**src/rtl/tpu_pkg.sv**
```systemverilog
// Shared matrix-unit types: writeback FSM states and accumulator element width.
// No logic; imported by the writeback datapath.
// No flow control of its own.
package tpu_pkg;

    localparam int TILE_ACC_W = 32;

    typedef enum logic [2:0] {
        IDLE,
        POP,
        LATCH,
        WRITE,
        DONE
    } wb_state_t;

endpackage

```
**src/rtl/tile_accumulator.sv**
```systemverilog
// SIZE x SIZE tile register that either loads a new tile or adds it elementwise.
// One cycle: tile_d is combinational, tile_q updates on the clock edge when en=1.
// No backpressure; the caller decides when to enable.
module tile_accumulator
    import tpu_pkg::*;
#(
    parameter int SIZE = 2
) (
    input  logic                                     clk,
    input  logic                                     rst_n,
    input  logic                                     en,
    input  logic                                     add,
    input  logic [SIZE-1:0][SIZE-1:0][TILE_ACC_W-1:0] din,
    output logic [SIZE-1:0][SIZE-1:0][TILE_ACC_W-1:0] tile_d,
    output logic [SIZE-1:0][SIZE-1:0][TILE_ACC_W-1:0] tile_q
);

    // Sums wrap at 32 bits; no saturation.
    always_comb begin
        tile_d = din;
        if (add) begin
            for (int r = 0; r < SIZE; r++) begin
                for (int c = 0; c < SIZE; c++) begin
                    tile_d[r][c] = tile_q[r][c] + din[r][c];
                end
            end
        end
    end

    always_ff @(posedge clk or negedge rst_n) begin
        if (!rst_n) begin
            tile_q <= '0;
        end else if (en) begin
            tile_q <= tile_d;
        end
    end

endmodule

```
**src/rtl/result_writeback.sv**
```systemverilog
// Pops result tiles from the output FIFO and writes them row-major into result memory;
// ACC_ACCUM_EN sums k_tiles FIFO tiles per output tile. Latency: 2 + SIZE^2 cycles per tile.
// Backpressure: waits in POP while acc_in_rdy=0, holds each write until wr_rdy=1.
module result_writeback
    import tpu_pkg::*;
#(
    parameter int SIZE   = 2,
    parameter int ADDR_W = 16
) (
    input  logic                                     clk,
    input  logic                                     rst_n,
    input  logic [SIZE-1:0][SIZE-1:0][TILE_ACC_W-1:0] acc_in,
    input  logic                                     acc_in_rdy,
    output logic                                     acc_in_pop,
    input  logic                                     start,
    input  logic [ADDR_W-1:0]                        base_addr,
    input  logic [15:0]                              num_tiles,
    input  logic [7:0]                               k_tiles,
    output logic                                     wr_en,
    output logic [ADDR_W-1:0]                        wr_addr,
    output logic [TILE_ACC_W-1:0]                    wr_data,
    input  logic                                     wr_rdy,
    output logic                                     busy,
    output logic                                     done
);

    localparam int IW = (SIZE > 1) ? $clog2(SIZE) : 1;
    localparam logic [IW-1:0] IDX_LAST = IW'(SIZE - 1);

    typedef logic [SIZE-1:0][SIZE-1:0][TILE_ACC_W-1:0] tile_t;

    wb_state_t         state;
    tile_t             tile_q;
    tile_t             tile_d;
    logic [ADDR_W-1:0] addr_q;
    logic [15:0]       num_q;
    logic [15:0]       out_idx;
    logic [IW-1:0]     r_idx;
    logic [IW-1:0]     c_idx;
    logic [IW-1:0]     r_nx;
    logic [IW-1:0]     c_nx;
    logic              last_elem;
    logic              grp_done;
    logic              tile_en;

    assign acc_in_pop = (state == POP) && acc_in_rdy;
    assign tile_en    = (state == LATCH);
    assign last_elem  = (r_idx == IDX_LAST) && (c_idx == IDX_LAST);

    always_comb begin
        r_nx = r_idx;
        c_nx = c_idx + IW'(1);
        if (c_idx == IDX_LAST) begin
            c_nx = '0;
            r_nx = r_idx + IW'(1);
        end
    end

`ifdef ACC_ACCUM_EN
    logic [7:0] k_cnt;
    logic [7:0] k_last;

    assign grp_done = (k_cnt == k_last);

    tile_accumulator #(
        .SIZE (SIZE)
    ) u_tile_acc (
        .clk    (clk),
        .rst_n  (rst_n),
        .en     (tile_en),
        .add    (k_cnt != 8'd0),
        .din    (acc_in),
        .tile_d (tile_d),
        .tile_q (tile_q)
    );
`else
    logic [7:0] unused_k_tiles;

    assign unused_k_tiles = k_tiles;
    assign grp_done       = 1'b1;
    assign tile_d         = acc_in;

    always_ff @(posedge clk or negedge rst_n) begin
        if (!rst_n) begin
            tile_q <= '0;
        end else if (tile_en) begin
            tile_q <= acc_in;
        end
    end
`endif

    // addr_q tracks the address of the element currently (or next) on the write port.
    always_ff @(posedge clk or negedge rst_n) begin
        if (!rst_n) begin
            state   <= IDLE;
            addr_q  <= '0;
            num_q   <= '0;
            out_idx <= '0;
            r_idx   <= '0;
            c_idx   <= '0;
            wr_en   <= 1'b0;
            wr_addr <= '0;
            wr_data <= '0;
            busy    <= 1'b0;
            done    <= 1'b0;
`ifdef ACC_ACCUM_EN
            k_cnt   <= '0;
            k_last  <= '0;
`endif
        end else begin
            done <= 1'b0;
            case (state)
                IDLE: begin
                    if (start) begin
                        addr_q  <= base_addr;
                        num_q   <= num_tiles;
                        out_idx <= '0;
                        busy    <= 1'b1;
`ifdef ACC_ACCUM_EN
                        k_cnt   <= '0;
                        k_last  <= (k_tiles == 8'd0) ? 8'd0 : k_tiles - 8'd1;
`endif
                        if (num_tiles == 16'd0) begin
                            state <= DONE;
                            done  <= 1'b1;
                        end else begin
                            state <= POP;
                        end
                    end
                end
                POP: begin
                    if (acc_in_rdy) begin
                        state <= LATCH;
                    end
                end
                LATCH: begin
`ifdef ACC_ACCUM_EN
                    k_cnt <= grp_done ? 8'd0 : k_cnt + 8'd1;
`endif
                    if (grp_done) begin
                        state   <= WRITE;
                        r_idx   <= '0;
                        c_idx   <= '0;
                        wr_en   <= 1'b1;
                        wr_addr <= addr_q;
                        wr_data <= tile_d[0][0];
                    end else begin
                        state <= POP;
                    end
                end
                WRITE: begin
                    if (wr_rdy) begin
                        addr_q <= addr_q + ADDR_W'(1);
                        if (last_elem) begin
                            wr_en   <= 1'b0;
                            out_idx <= out_idx + 16'd1;
                            if (out_idx + 16'd1 == num_q) begin
                                state <= DONE;
                                done  <= 1'b1;
                            end else begin
                                state <= POP;
                            end
                        end else begin
                            r_idx   <= r_nx;
                            c_idx   <= c_nx;
                            wr_addr <= addr_q + ADDR_W'(1);
                            wr_data <= tile_q[r_nx][c_nx];
                        end
                    end
                end
                DONE: begin
                    busy  <= 1'b0;
                    state <= IDLE;
                end
                default: state <= IDLE;
            endcase
        end
    end

endmodule

```
**config.mk**
```make
export PLATFORM = sky130hd
export DESIGN_NAME = result_writeback
export DESIGN_NICKNAME = d
export VERILOG_FILES = /design/src/rtl/tpu_pkg.sv /design/src/rtl/tile_accumulator.sv /design/src/rtl/result_writeback.sv
export SDC_FILE = /design/constraint.sdc
export NUM_CORES = 1
export LEC_CHECK = 0
export BUFFER_PORTS_ARGS = -buffer_cell sky130_fd_sc_hd__buf_4
export CELL_PAD_IN_SITES_DETAIL_PLACEMENT = 2
export CELL_PAD_IN_SITES_GLOBAL_PLACEMENT = 2
export CORE_MARGIN = 2
export CORE_UTILIZATION = 36
export DETAILED_ROUTE_END_ITERATION = 12
export PLACE_DENSITY_LB_ADDON = 0.1
export SLEW_MARGIN = 10
export SYNTH_ARGS = -nofsm -noshare
export SYNTH_HDL_FRONTEND = slang
export SYNTH_SLANG_ARGS = --single-unit
```
**constraint.sdc**
```tcl
create_clock -name clk -period 2.58 [get_ports clk]
set_input_delay 0.129 -clock clk [delete_from_list [all_inputs] [get_ports clk]]
set_output_delay 0.129 -clock clk [all_outputs]
set_load 0.05 [all_outputs]
```
-- After elaboration in Yosys (flattened, before gate mapping)
Cells that the tools add are included.
- $add $sub $neg: 4
- magnitude comparators: 2
- eq/ne operators: 10
- mux-type cells: 43
- reductions and logical operators: 14
- operators by type and width (cell ; number):
    two-way mux 32 bit ; 4
    two-way mux 64 bit ; 2
    two-way mux 16 bit ; 7
    case mux 16 bit (2 select lines) ; 3
    case mux 32 bit (2 select lines) ; 1
    adder 16 x 1 -> 16 bit, second input constant ; 2
    two-way mux 3 bit ; 6
    == test 16 bit ; 1
    zero test 16 bit ; 1
    two-way mux 1 bit ; 14
    case mux 3 bit (4 select lines) ; 1
    inequality test 2 bit, second input constant ; 5
    case mux 1 bit (2 select lines) ; 5
    AND reduction 3 bit ; 3
    AND reduction 4 bit ; 2
    == test 3 x 2 -> 1 bit, second input constant ; 2
    nonzero test 2 bit ; 3
    less-than comparator 1 x 2 -> 1 bit, second input constant ; 2
    AND reduction 2 bit ; 2
    == test 3 x 1 -> 1 bit, second input constant ; 1
    == test 3 bit, second input constant ; 1
    zero test 3 bit ; 1
    adder 1 bit, second input constant ; 2
    logical AND 1 bit ; 2
- register bits after elaboration: 232
- bits of input ports: 173
- output and inout bits: 52
- word-level logic and storage cells: 88

-- Longest topological paths before layout
Gate-level depths: netlist of the first run.
- depth after elaboration: 9
- mapped depth: 9
- gate-level depth less buffers: 7

-- Least setup slack after synthesis of the first run
Ideal clock, no wire load.
- path kind: flip-flop to flip-flop
- start: register r_idx
- end: register wr_data[2]
- library setup time: 141 ps
- arrival time: 1870 ps
- data required time: 2439 ps
- setup slack: 569 ps
- cell stages (with the launch flop): 7
- path buffers: 2
- period minus slack after synthesis: 2011 ps
- cells stage by stage: dfrtp_1 ha_1 clkbuf_1 buf_2 mux4_2 nand2_1 a31oi_1
- cells in the longest elaborated chain, start to end: 9
- elaborated cells between the ends (all ways): 12
- classes of those cells: add/sub: 1; eq/ne: 1; mux: 8; reduce/logical: 2
- ends and longest elaborated chain (what ; RTL line ; text):
    start, declared ; result_writeback.sv:38 ; logic [IW-1:0] r_idx;
    start signal, assigned ; result_writeback.sv:164 ; r_idx <= r_nx;
    adder 1 bit ; result_writeback.sv:55 ; r_nx = r_idx + IW'(1);
    two-way mux 1 bit ; result_writeback.sv:53 ; if (c_idx == IDX_LAST) begin
    two-way mux 64 bit (not written as such) (2 in a row) ; result_writeback.sv:167 ; wr_data <= tile_q[r_nx][c_nx];
    two-way mux 32 bit (not written as such) (2 in a row) ; result_writeback.sv:167 ;
    two-way mux 32 bit ; result_writeback.sv:154 ; if (last_elem) begin
    two-way mux 32 bit ; result_writeback.sv:152 ; if (wr_rdy) begin
    case mux 32 bit (2 select lines) ; result_writeback.sv:112 ; case (state)
    end signal, assigned ; result_writeback.sv:146 ; wr_data <= tile_d[0][0];
    end signal, assigned ; result_writeback.sv:167 ;
    end, declared ; result_writeback.sv:21 ; output logic [TILE_ACC_W-1:0] wr_data,
Parallel ways exist; a longest one is shown, timed or not. The select of a mux whose other input is x is not followed.
A chain may end at the register's enable or synchronous reset.

-- Final worst setup path of the first run
- start: register out_idx[1]
- end: register state[0]
- cells in the longest elaborated chain, start to end: 6
- ends and longest elaborated chain (what ; RTL line ; text):
    start, declared ; result_writeback.sv:37 ; logic [15:0] out_idx;
    start signal, assigned ; result_writeback.sv:156 ; out_idx <= out_idx + 16'd1;
    adder 16 x 1 -> 16 bit ; result_writeback.sv:157 ; if (out_idx + 16'd1 == num_q) begin
    == test 16 bit ; result_writeback.sv:157 ;
    two-way mux 3 bit ; result_writeback.sv:157 ;
    two-way mux 3 bit ; result_writeback.sv:154 ;
    two-way mux 3 bit ; result_writeback.sv:152 ;
    case mux 3 bit (4 select lines) ; result_writeback.sv:112 ;
    end signal, assigned ; result_writeback.sv:124 ; state <= DONE;
    end signal, assigned ; result_writeback.sv:158 ; state <= DONE;
    end signal, assigned ; result_writeback.sv:161 ; state <= POP;
    end, declared ; result_writeback.sv:32 ; wb_state_t state;
No other way between the ends. The select of a mux whose other input is x is not followed.

==> impl_results.md, run 1 <==
* Peak Freq at 465 MHz
* Logic gate share of total power at 46.9%
* Avg Inst Size Synth at 11.7 um2
* Post-synth top area cell: dfrtp_1
* Post-synth EDFFs at 0
* Global-route wire length before repair at 62.0 mm
* Max-slew headroom at 60.3%
* Worst setup SP type: register
* CP Class: reg2reg
* Post-synth top area share at 52.7%
* CTS Root Cell: clkbuf_16
* Cell family with the largest share of critical-path delay: simple AND/OR/NAND/NOR gates
* CP Data Arrival Time at 2.56 ns
* Power density cells at 1260 nW/um2
* DRC Markers at 0
* Synth unique cells at 54
* Seq/Total Area, Yosys at 52.7%
* Req. time, crit path at 2.99 ns
* Setup Viol. Count Final at 0
* YS warnings at 0
* RSZ-0062 raised after global routing: false
* CTS clk-pin slew, worst paths at 0.06 ns
* Yosys reg bits at 232
* Final min period at 2.15 ns
* Total die area at 32,000 um2
* Longest Clk Path Bufs at 3
* Net Count, Synth at 1,114
* Worst Skew at 0.0269 ns
* Max Slew Vio Count at 0
* Worst-path maximum fanout at 9
* Share of power burned in registers at 34.0%
* Leakage power at 6.75 nW
* FP Rows at 64
* Clock Power Share at 19.1%
* Clk Latency, worst-skew pair at 0.56 ns
* Crit path max-delay cell type: dfrtp_1
* CTS Sinks at 232
* Worst hold slack at 0.167 ns
* Chip Width at 179 um
* P_int at 11.6 mW
* Hold Vio Cnt, Final at 0
* Initial antenna violation count at 1
* CTS Buf Count at 28
* Vias in the first global route at 10,400
* Routed Antenna Nets at 0
* CTS tree: yes
* Crit path buf inv count at 0
* Fin util at 51.6%
* Die Ht at 179 um
* Final HPWL DP at 22.1 mm
* IO Port Bufs at 216
* PostCTS Resize Cnt at 0
* Grt total ovfl at 0
* CP Capture Type: register
* Switching Fraction at 40.9%
* Total GRT Usage at 25.4%
* Main synth FF type: dfrtp_1
* Switch Pwr at 8.06 mW
* Slew @ Worst Pin at 0.595 ns
* Worst path max stage delay at 0.42 ns
* GPL Wtd Cong at 0.741
* IO Count at 225
* Synth Instances at 938
* Hold WC Path Type: in2async
* Layout area overhead at 42.2%
* Layout Nets at 1,490
* Worst VDD drop at 0.581 mV
* Synth area leaders: dfrtp_1 (53%), mux2_2 (15%), mux4_2 (6.5%)
* WL final at 40.1 mm
* Largest net degree at the start of global routing at 67
* Ys async rst share at 100%
* DR iter-0 viols at 335
* CORE AREA at 30,300 um2
* Layout cells sized above 1 at 36.6%
* H-tree levels at 1
* Count leader, synth: dfrtp_1
* Via count at 9,023
* Vias/cell at 5.22
* Initial Util at 36.3%
* Crit path cell chain: ha_1 -> nand3_4 -> nor3_2 -> nor2_1 -> a211oi_2 -> and4_4 -> a31oi_1
* Commonest cells post-synth: dfrtp_1 (232), mux2_2 (144), nand2_1 (107)
* Post-Route Setup TNS at 0 ns
* DRT Pass-1 Iters at 5
* Max-Cap Viols at 0
* Status: finished clean
* Routed WL per cell at 23.2 um
* Mapped Area at 11,000 um2
* Final cycle utilization of the critical path at 83.4%
[kinds of logic (layout without fill, tap and decap cells)]
group / Yosys count / in the layout / synth area share [%]
other: 0 / 1 / 0
AND/OR/NAND/NOR: 263 / 263 / 11.3
adder cells (fa/ha/maj): 3 / 3 / 0.341
multiplexers: 176 / 176 / 21.3
flip-flops: 232 / 232 / 52.7
XOR/XNOR: 36 / 36 / 2.86
AO/OA/AOI/OAI: 160 / 160 / 8.55
buffers and inverters: 68 / 461 / 3.02
[worst register-to-register path, cell delays in order (launching register included)]
cell and delay [ns]:
dfrtp_1 0.42, ha_1 0.32, nand3_4 0.22, nor3_2 0.40, nor2_1 0.13, a211oi_2 0.18, and4_4 0.28, a31oi_1 0.08
[final cells by class]
type	count	area (um2)
repair buffers	410	3610
multi-input cells	638	4910
well taps	396	495
fillers	2944	14700
flip-flops and latches	232	5810
clock inverters	10	65.1
clock buffers	37	774
inverters	4	15.0
diodes	1	2.50
[flip-flops by register name, summed over array words and instances (netlist names)]
register and count:
num_q 16, out_idx 16, r_idx 1, tile_q 128, wr_addr 16, wr_en 1
done 1, state 3, busy 1, addr_q 16, c_idx 1, wr_data 32
[power groups by stage]
| stage | Combinational (mW) | Sequential, mW | Clock, mW |
|---|---|---|---|
| 2_1_floorplan | 4.99 | 7.51 | 0 |
| 3_3_place_gp | 8.49 | 6.46 | 0 |
| 3_5_place_dp | 8.74 | 6.57 | 0 |
| 4_1_cts | 8.99 | 6.52 | 3.75 |
| 5_1_grt | 10.0 | 6.92 | 3.97 |
| 6_report | 9.25 | 6.70 | 3.76 |
[through the flow]
| stage | cells | instance area [um2] | power [mW] | setup WS, ns |
|---|---|---|---|---|
| final | 1728 | 15700 | 19.7 | 0.430 |
| after floorplan | 938 | 11000 | 12.5 | 0.569 |
| after detailed placement | 1516 | 13200 | 15.3 | 0.465 |
| after global routing | 1728 | 15700 | 20.9 | 0.228 |
| after global placement | 1516 | 13200 | 15.0 | 0.492 |
| after CTS | 1727 | 15700 | 19.3 | 0.434 |
[metal layers]
metal	vias to the layer above	track usage [%]	part of all wire, %
met5	-	0	0
met4	0	6.13	2.4
met3	66	3.63	4.1
met2	209	47.9	54
met1	4644	30.2	39
li1	4104	-	-
[cells in the final DEF (no fill, tap or decap), drive strengths merged, types with 6 or more instances in the layout]
cell type,n
buf,246
dfrtp,232
dlygate4sd3,164
mux2,144
nand2,107
nor2,88
a21oi,53
o21ai,42
clkbuf,37
a31oi,36
mux4,32
xnor2,21
nand3,20
xor2,15
nand4,10
clkinv,10
nor4,9
nor3,7
and3,6
o22ai,6
[what timing repair did]
| action | 4_1_cts | 5_1_grt |
|---|---|---|
| buffers inserted | 0 | 0 |
| hold buffers | 164 | 0 |
| endpoints found under the hold margin | 258 | 0 |
[worst paths after layout]
kind	startpoint	end	slack, ns	depth (start not counted)
max	out_idx[1]	state[0]	0.43	7
min	rst_n	wr_addr[10]	0.17	2
max reg2reg	out_idx[1]	state[0]	0.43	7
min reg2reg	tile_q[125]	tile_q[125]	0.51	1
max in group asynchronous	rst_n	wr_addr[0]	1.64	3
min in group clk	acc_in[118]	tile_q[118]	0.35	3
No activity file was read; power rests on OpenSTA's default activity.
==> inputs of run 2 (changes only) <==
--- a/config.mk
+++ b/config.mk
@@ -5,11 +5,12 @@
 export SDC_FILE = /design/constraint.sdc
 export NUM_CORES = 1
 export LEC_CHECK = 0
+export ABC_AREA = 1
 export BUFFER_PORTS_ARGS = -buffer_cell sky130_fd_sc_hd__buf_4
 export CELL_PAD_IN_SITES_DETAIL_PLACEMENT = 2
 export CELL_PAD_IN_SITES_GLOBAL_PLACEMENT = 2
 export CORE_MARGIN = 2
-export CORE_UTILIZATION = 36
+export CORE_UTILIZATION = 28
 export DETAILED_ROUTE_END_ITERATION = 12
 export PLACE_DENSITY_LB_ADDON = 0.1
 export SLEW_MARGIN = 10
==> constraint.sdc (replaced) <==
create_clock -name clk -period 1.75 [get_ports clk]
set_input_delay 0.0875 -clock clk [delete_from_list [all_inputs] [get_ports clk]]
set_output_delay 0.0875 -clock clk [all_outputs]
set_load 0.05 [all_outputs]
==> impl_results.md, run 2 <==
* Status: complete, but fails checks
* Failing checks: setup timing
* Total die area at 41,800 um2
* Total GRT Usage at 22.4%
* Final Power at 30.7 mW
* Leakage power at 8.65 nW
* Routed Antenna Nets at 0
* IO Port Bufs at 216
* Fillers at 4,425
* Slew @ Worst Pin at 0.551 ns
* Worst-path maximum fanout at 4
* Logic gate share of total power at 47.9%
* Routed WL per cell at 19.2 um
* Die Ht at 204 um
* Final cycle utilization of the critical path at 112%
* Post-synthesis adder-cell area fraction at 0.334%
* Synth area leaders: dfrtp_1 (52%), nand2_1 (18%), o21ai_0 (7.0%)
* Non-filler instance count after layout at 2,483
* Post-synth top area share at 51.6%
* Seq/Total Area, Yosys at 51.6%
* CTS tree: yes
* Max reg flops at 128
* Avg Inst Size Synth at 7.65 um2
* Worst VDD drop at 0.908 mV
* Post-synth EDFFs at 0
* GPL Wtd Cong at 0.798
* H-tree levels at 1
* Clock Power Share at 21.2%
* Worst Skew at 0.00952 ns
* Vias in the first global route at 13,400
* Net Count, Synth at 1,647
* Commonest cells post-synth: nand2_1 (528), dfrtp_1 (232), o21ai_0 (158)
* Setup Viol. Count Final at 13
* Max-Cap Viols at 0
* Largest family of logic cells by synthesized area: simple AND/OR/NAND/NOR gates
* Switch Pwr at 13.7 mW
* Clk Latency, worst-skew pair at 0.57 ns
* DRC Markers at 0
* Leading cell type in the layout, fill and taps excluded: nand2_1
* Power density cells at 1750 nW/um2
* Worst hold slack at 0.0542 ns
* Longest Clk Path Bufs at 3
* Post-synth top area cell: dfrtp_1
* Top Registers: tile_q (128), wr_data (32)
* Final HPWL DP at 29.6 mm
* Via count at 11,900
* YS warnings at 0
* IO Count at 225
* CTS Sinks at 232
* Ys async rst share at 100%
* Max Slew Vio Count at 0
* Initial antenna violation count at 1
* CTS Buf Count at 30
* Synth Instances at 1,471
* CP Capture Type: register
* Hold Vio Cnt, Final at 0
* Synth unique cells at 39
* Mapped Area at 11,200 um2
* Layout cells sized above 1 at 26.6%
* Mux cell area share after synthesis at 0%
* Count leader, synth: nand2_1
* Largest net degree at the start of global routing at 86
* Crit path cell chain: buf_6 -> inv_4 -> nor2_4 -> buf_6 -> nand3_2 -> nand2_2 -> buf_4 -> nand2_1 -> nand2_2 -> nand2_1 -> nor2_1 -> nand2_1 -> nor2_1 -> nand4_1 -> nand2_1
* Worst setup SP type: register
* Cells after DPL at 2,231
* Switching Fraction at 44.6%
* Grt total ovfl at 0
* Global-route wire length before repair at 74.6 mm
* Yosys reg bits at 232
* Share of power burned in registers at 31.0%
* CP Data Arrival Time at 2.47 ns
* WL final at 47.7 mm
* Compound-gate portion of the synthesized area at 14.6%
* FP Rows at 73
* RSZ-0062 raised after global routing: true
* CTS clk-pin slew, worst paths at 0.06 ns
* DR iter-0 viols at 353
* Req. time, crit path at 2.25 ns
* CORE AREA at 39,700 um2
* Final WS setup at -0.218 ns
* CP Class: reg2reg
* Placed Area at 14,200 um2
* Final min period at 1.97 ns
* Layout area overhead at 56.2%
* Simple-gate area share of the yosys netlist at 26.5%
* Fin util at 44.2%
* Most used cell, CP: nand2_1
* P_int at 17.0 mW
* Chip Width at 204 um
* Post-Synth XOR/XNOR Area at 0.467%
* Main synth FF type: dfrtp_1
* Commonest non-fill, non-tap cells in the layout: nand2_1 (499), buf_4 (311), dfrtp_1 (228)
* Vias/cell at 4.78
* Hold WC Path Type: in2async
* DRT Pass-1 Iters at 4
* Post-Layout Inst Area at 17,600 um2
* Crit path max-delay cell type: dfrtp_1
* Max-slew headroom at 63.2%
* Register with the highest flop count: tile_q
* CTS Root Cell: clkbuf_16
* Initial Util at 28.3%
* Layout Nets at 2,109
* Peak Freq at 508 MHz
* Worst path max stage delay at 0.42 ns
[run 2: final cells by class]
type | count | area [um2] | area share (%)
diodes | 1 | 2.50 | 0.0142
clock buffers | 42 | 846 | 4.81
clock inverters | 14 | 188 | 1.07
inverters | 113 | 447 | 2.54
multi-input cells | 1049 | 5100 | 29.0
flip-flops and latches | 232 | 5810 | 33.1
well taps | 525 | 657 | 3.74
repair buffers | 507 | 4520 | 25.7
[run 2: critical path, delay by kind of cell (launching register included)]
kind          cells  cell delay, ns
buf+inv           4            0.45
flops             1            0.42
simple gates     11            1.03
[run 2: worst paths after layout]
| check | startpoint | end | slack, ns | cells past startpoint |
|---|---|---|---|---|
| setup / recovery | out_idx[0] | done | -0.22 | 15 |
| hold / removal | rst_n | num_q[11] | 0.05 | 2 |
| setup reg to reg | out_idx[0] | done | -0.22 | 15 |
| hold reg to reg | tile_q[80] | tile_q[80] | 0.47 | 2 |
| max in group asynchronous | rst_n | out_idx[2] | 1.00 | 3 |
| min in group clk | acc_in[115] | tile_q[115] | 0.27 | 4 |
[run 2: timing repair]
action                                  4_1_cts  5_1_grt
hold buffers                                164        0
endpoints found under the hold margin       429        0
pin swaps                                    17       54
buffers inserted                             12       19
gates cloned                                  0        1
endpoints found under the setup margin       40       69
resized for setup                            33      112
[run 2: kinds of logic after synthesis]
| family | count (synthesis) |
|---|---|
| compound gates | 310 |
| xor+xnor | 6 |
| flops | 232 |
| simple gates | 730 |
| buf+inv | 190 |
| fa+ha+maj | 3 |
[run 2: per-layer routing]
layer  track usage [%]  wire, um  up-vias
li1                  -         -     5659
met1              28.2     20700     6004
met2              41.1     24700      166
met3              2.68      1330       52
met4              4.71       906        0
met5                 0         0        -
[run 2: power by group through the flow]
stage	sequential (mW)	clock, mW	combinational, mW
global placement	9.39	0	13.1
detailed placement	9.47	0	13.5
global route	9.83	6.88	16.4
floorplan	10.9	0	6.67
finish	9.50	6.50	14.7
CTS	9.44	6.66	14.1
[run 2: stage by stage]
stage          worst slack (ns)  TNS [ns]
2_1_floorplan            0.0161         0
3_3_place_gp             -0.169    -0.522
3_5_place_dp             -0.259     -1.21
4_1_cts                  -0.201    -0.540
5_1_grt                  -0.408     -3.89
6_report                 -0.218     -1.43
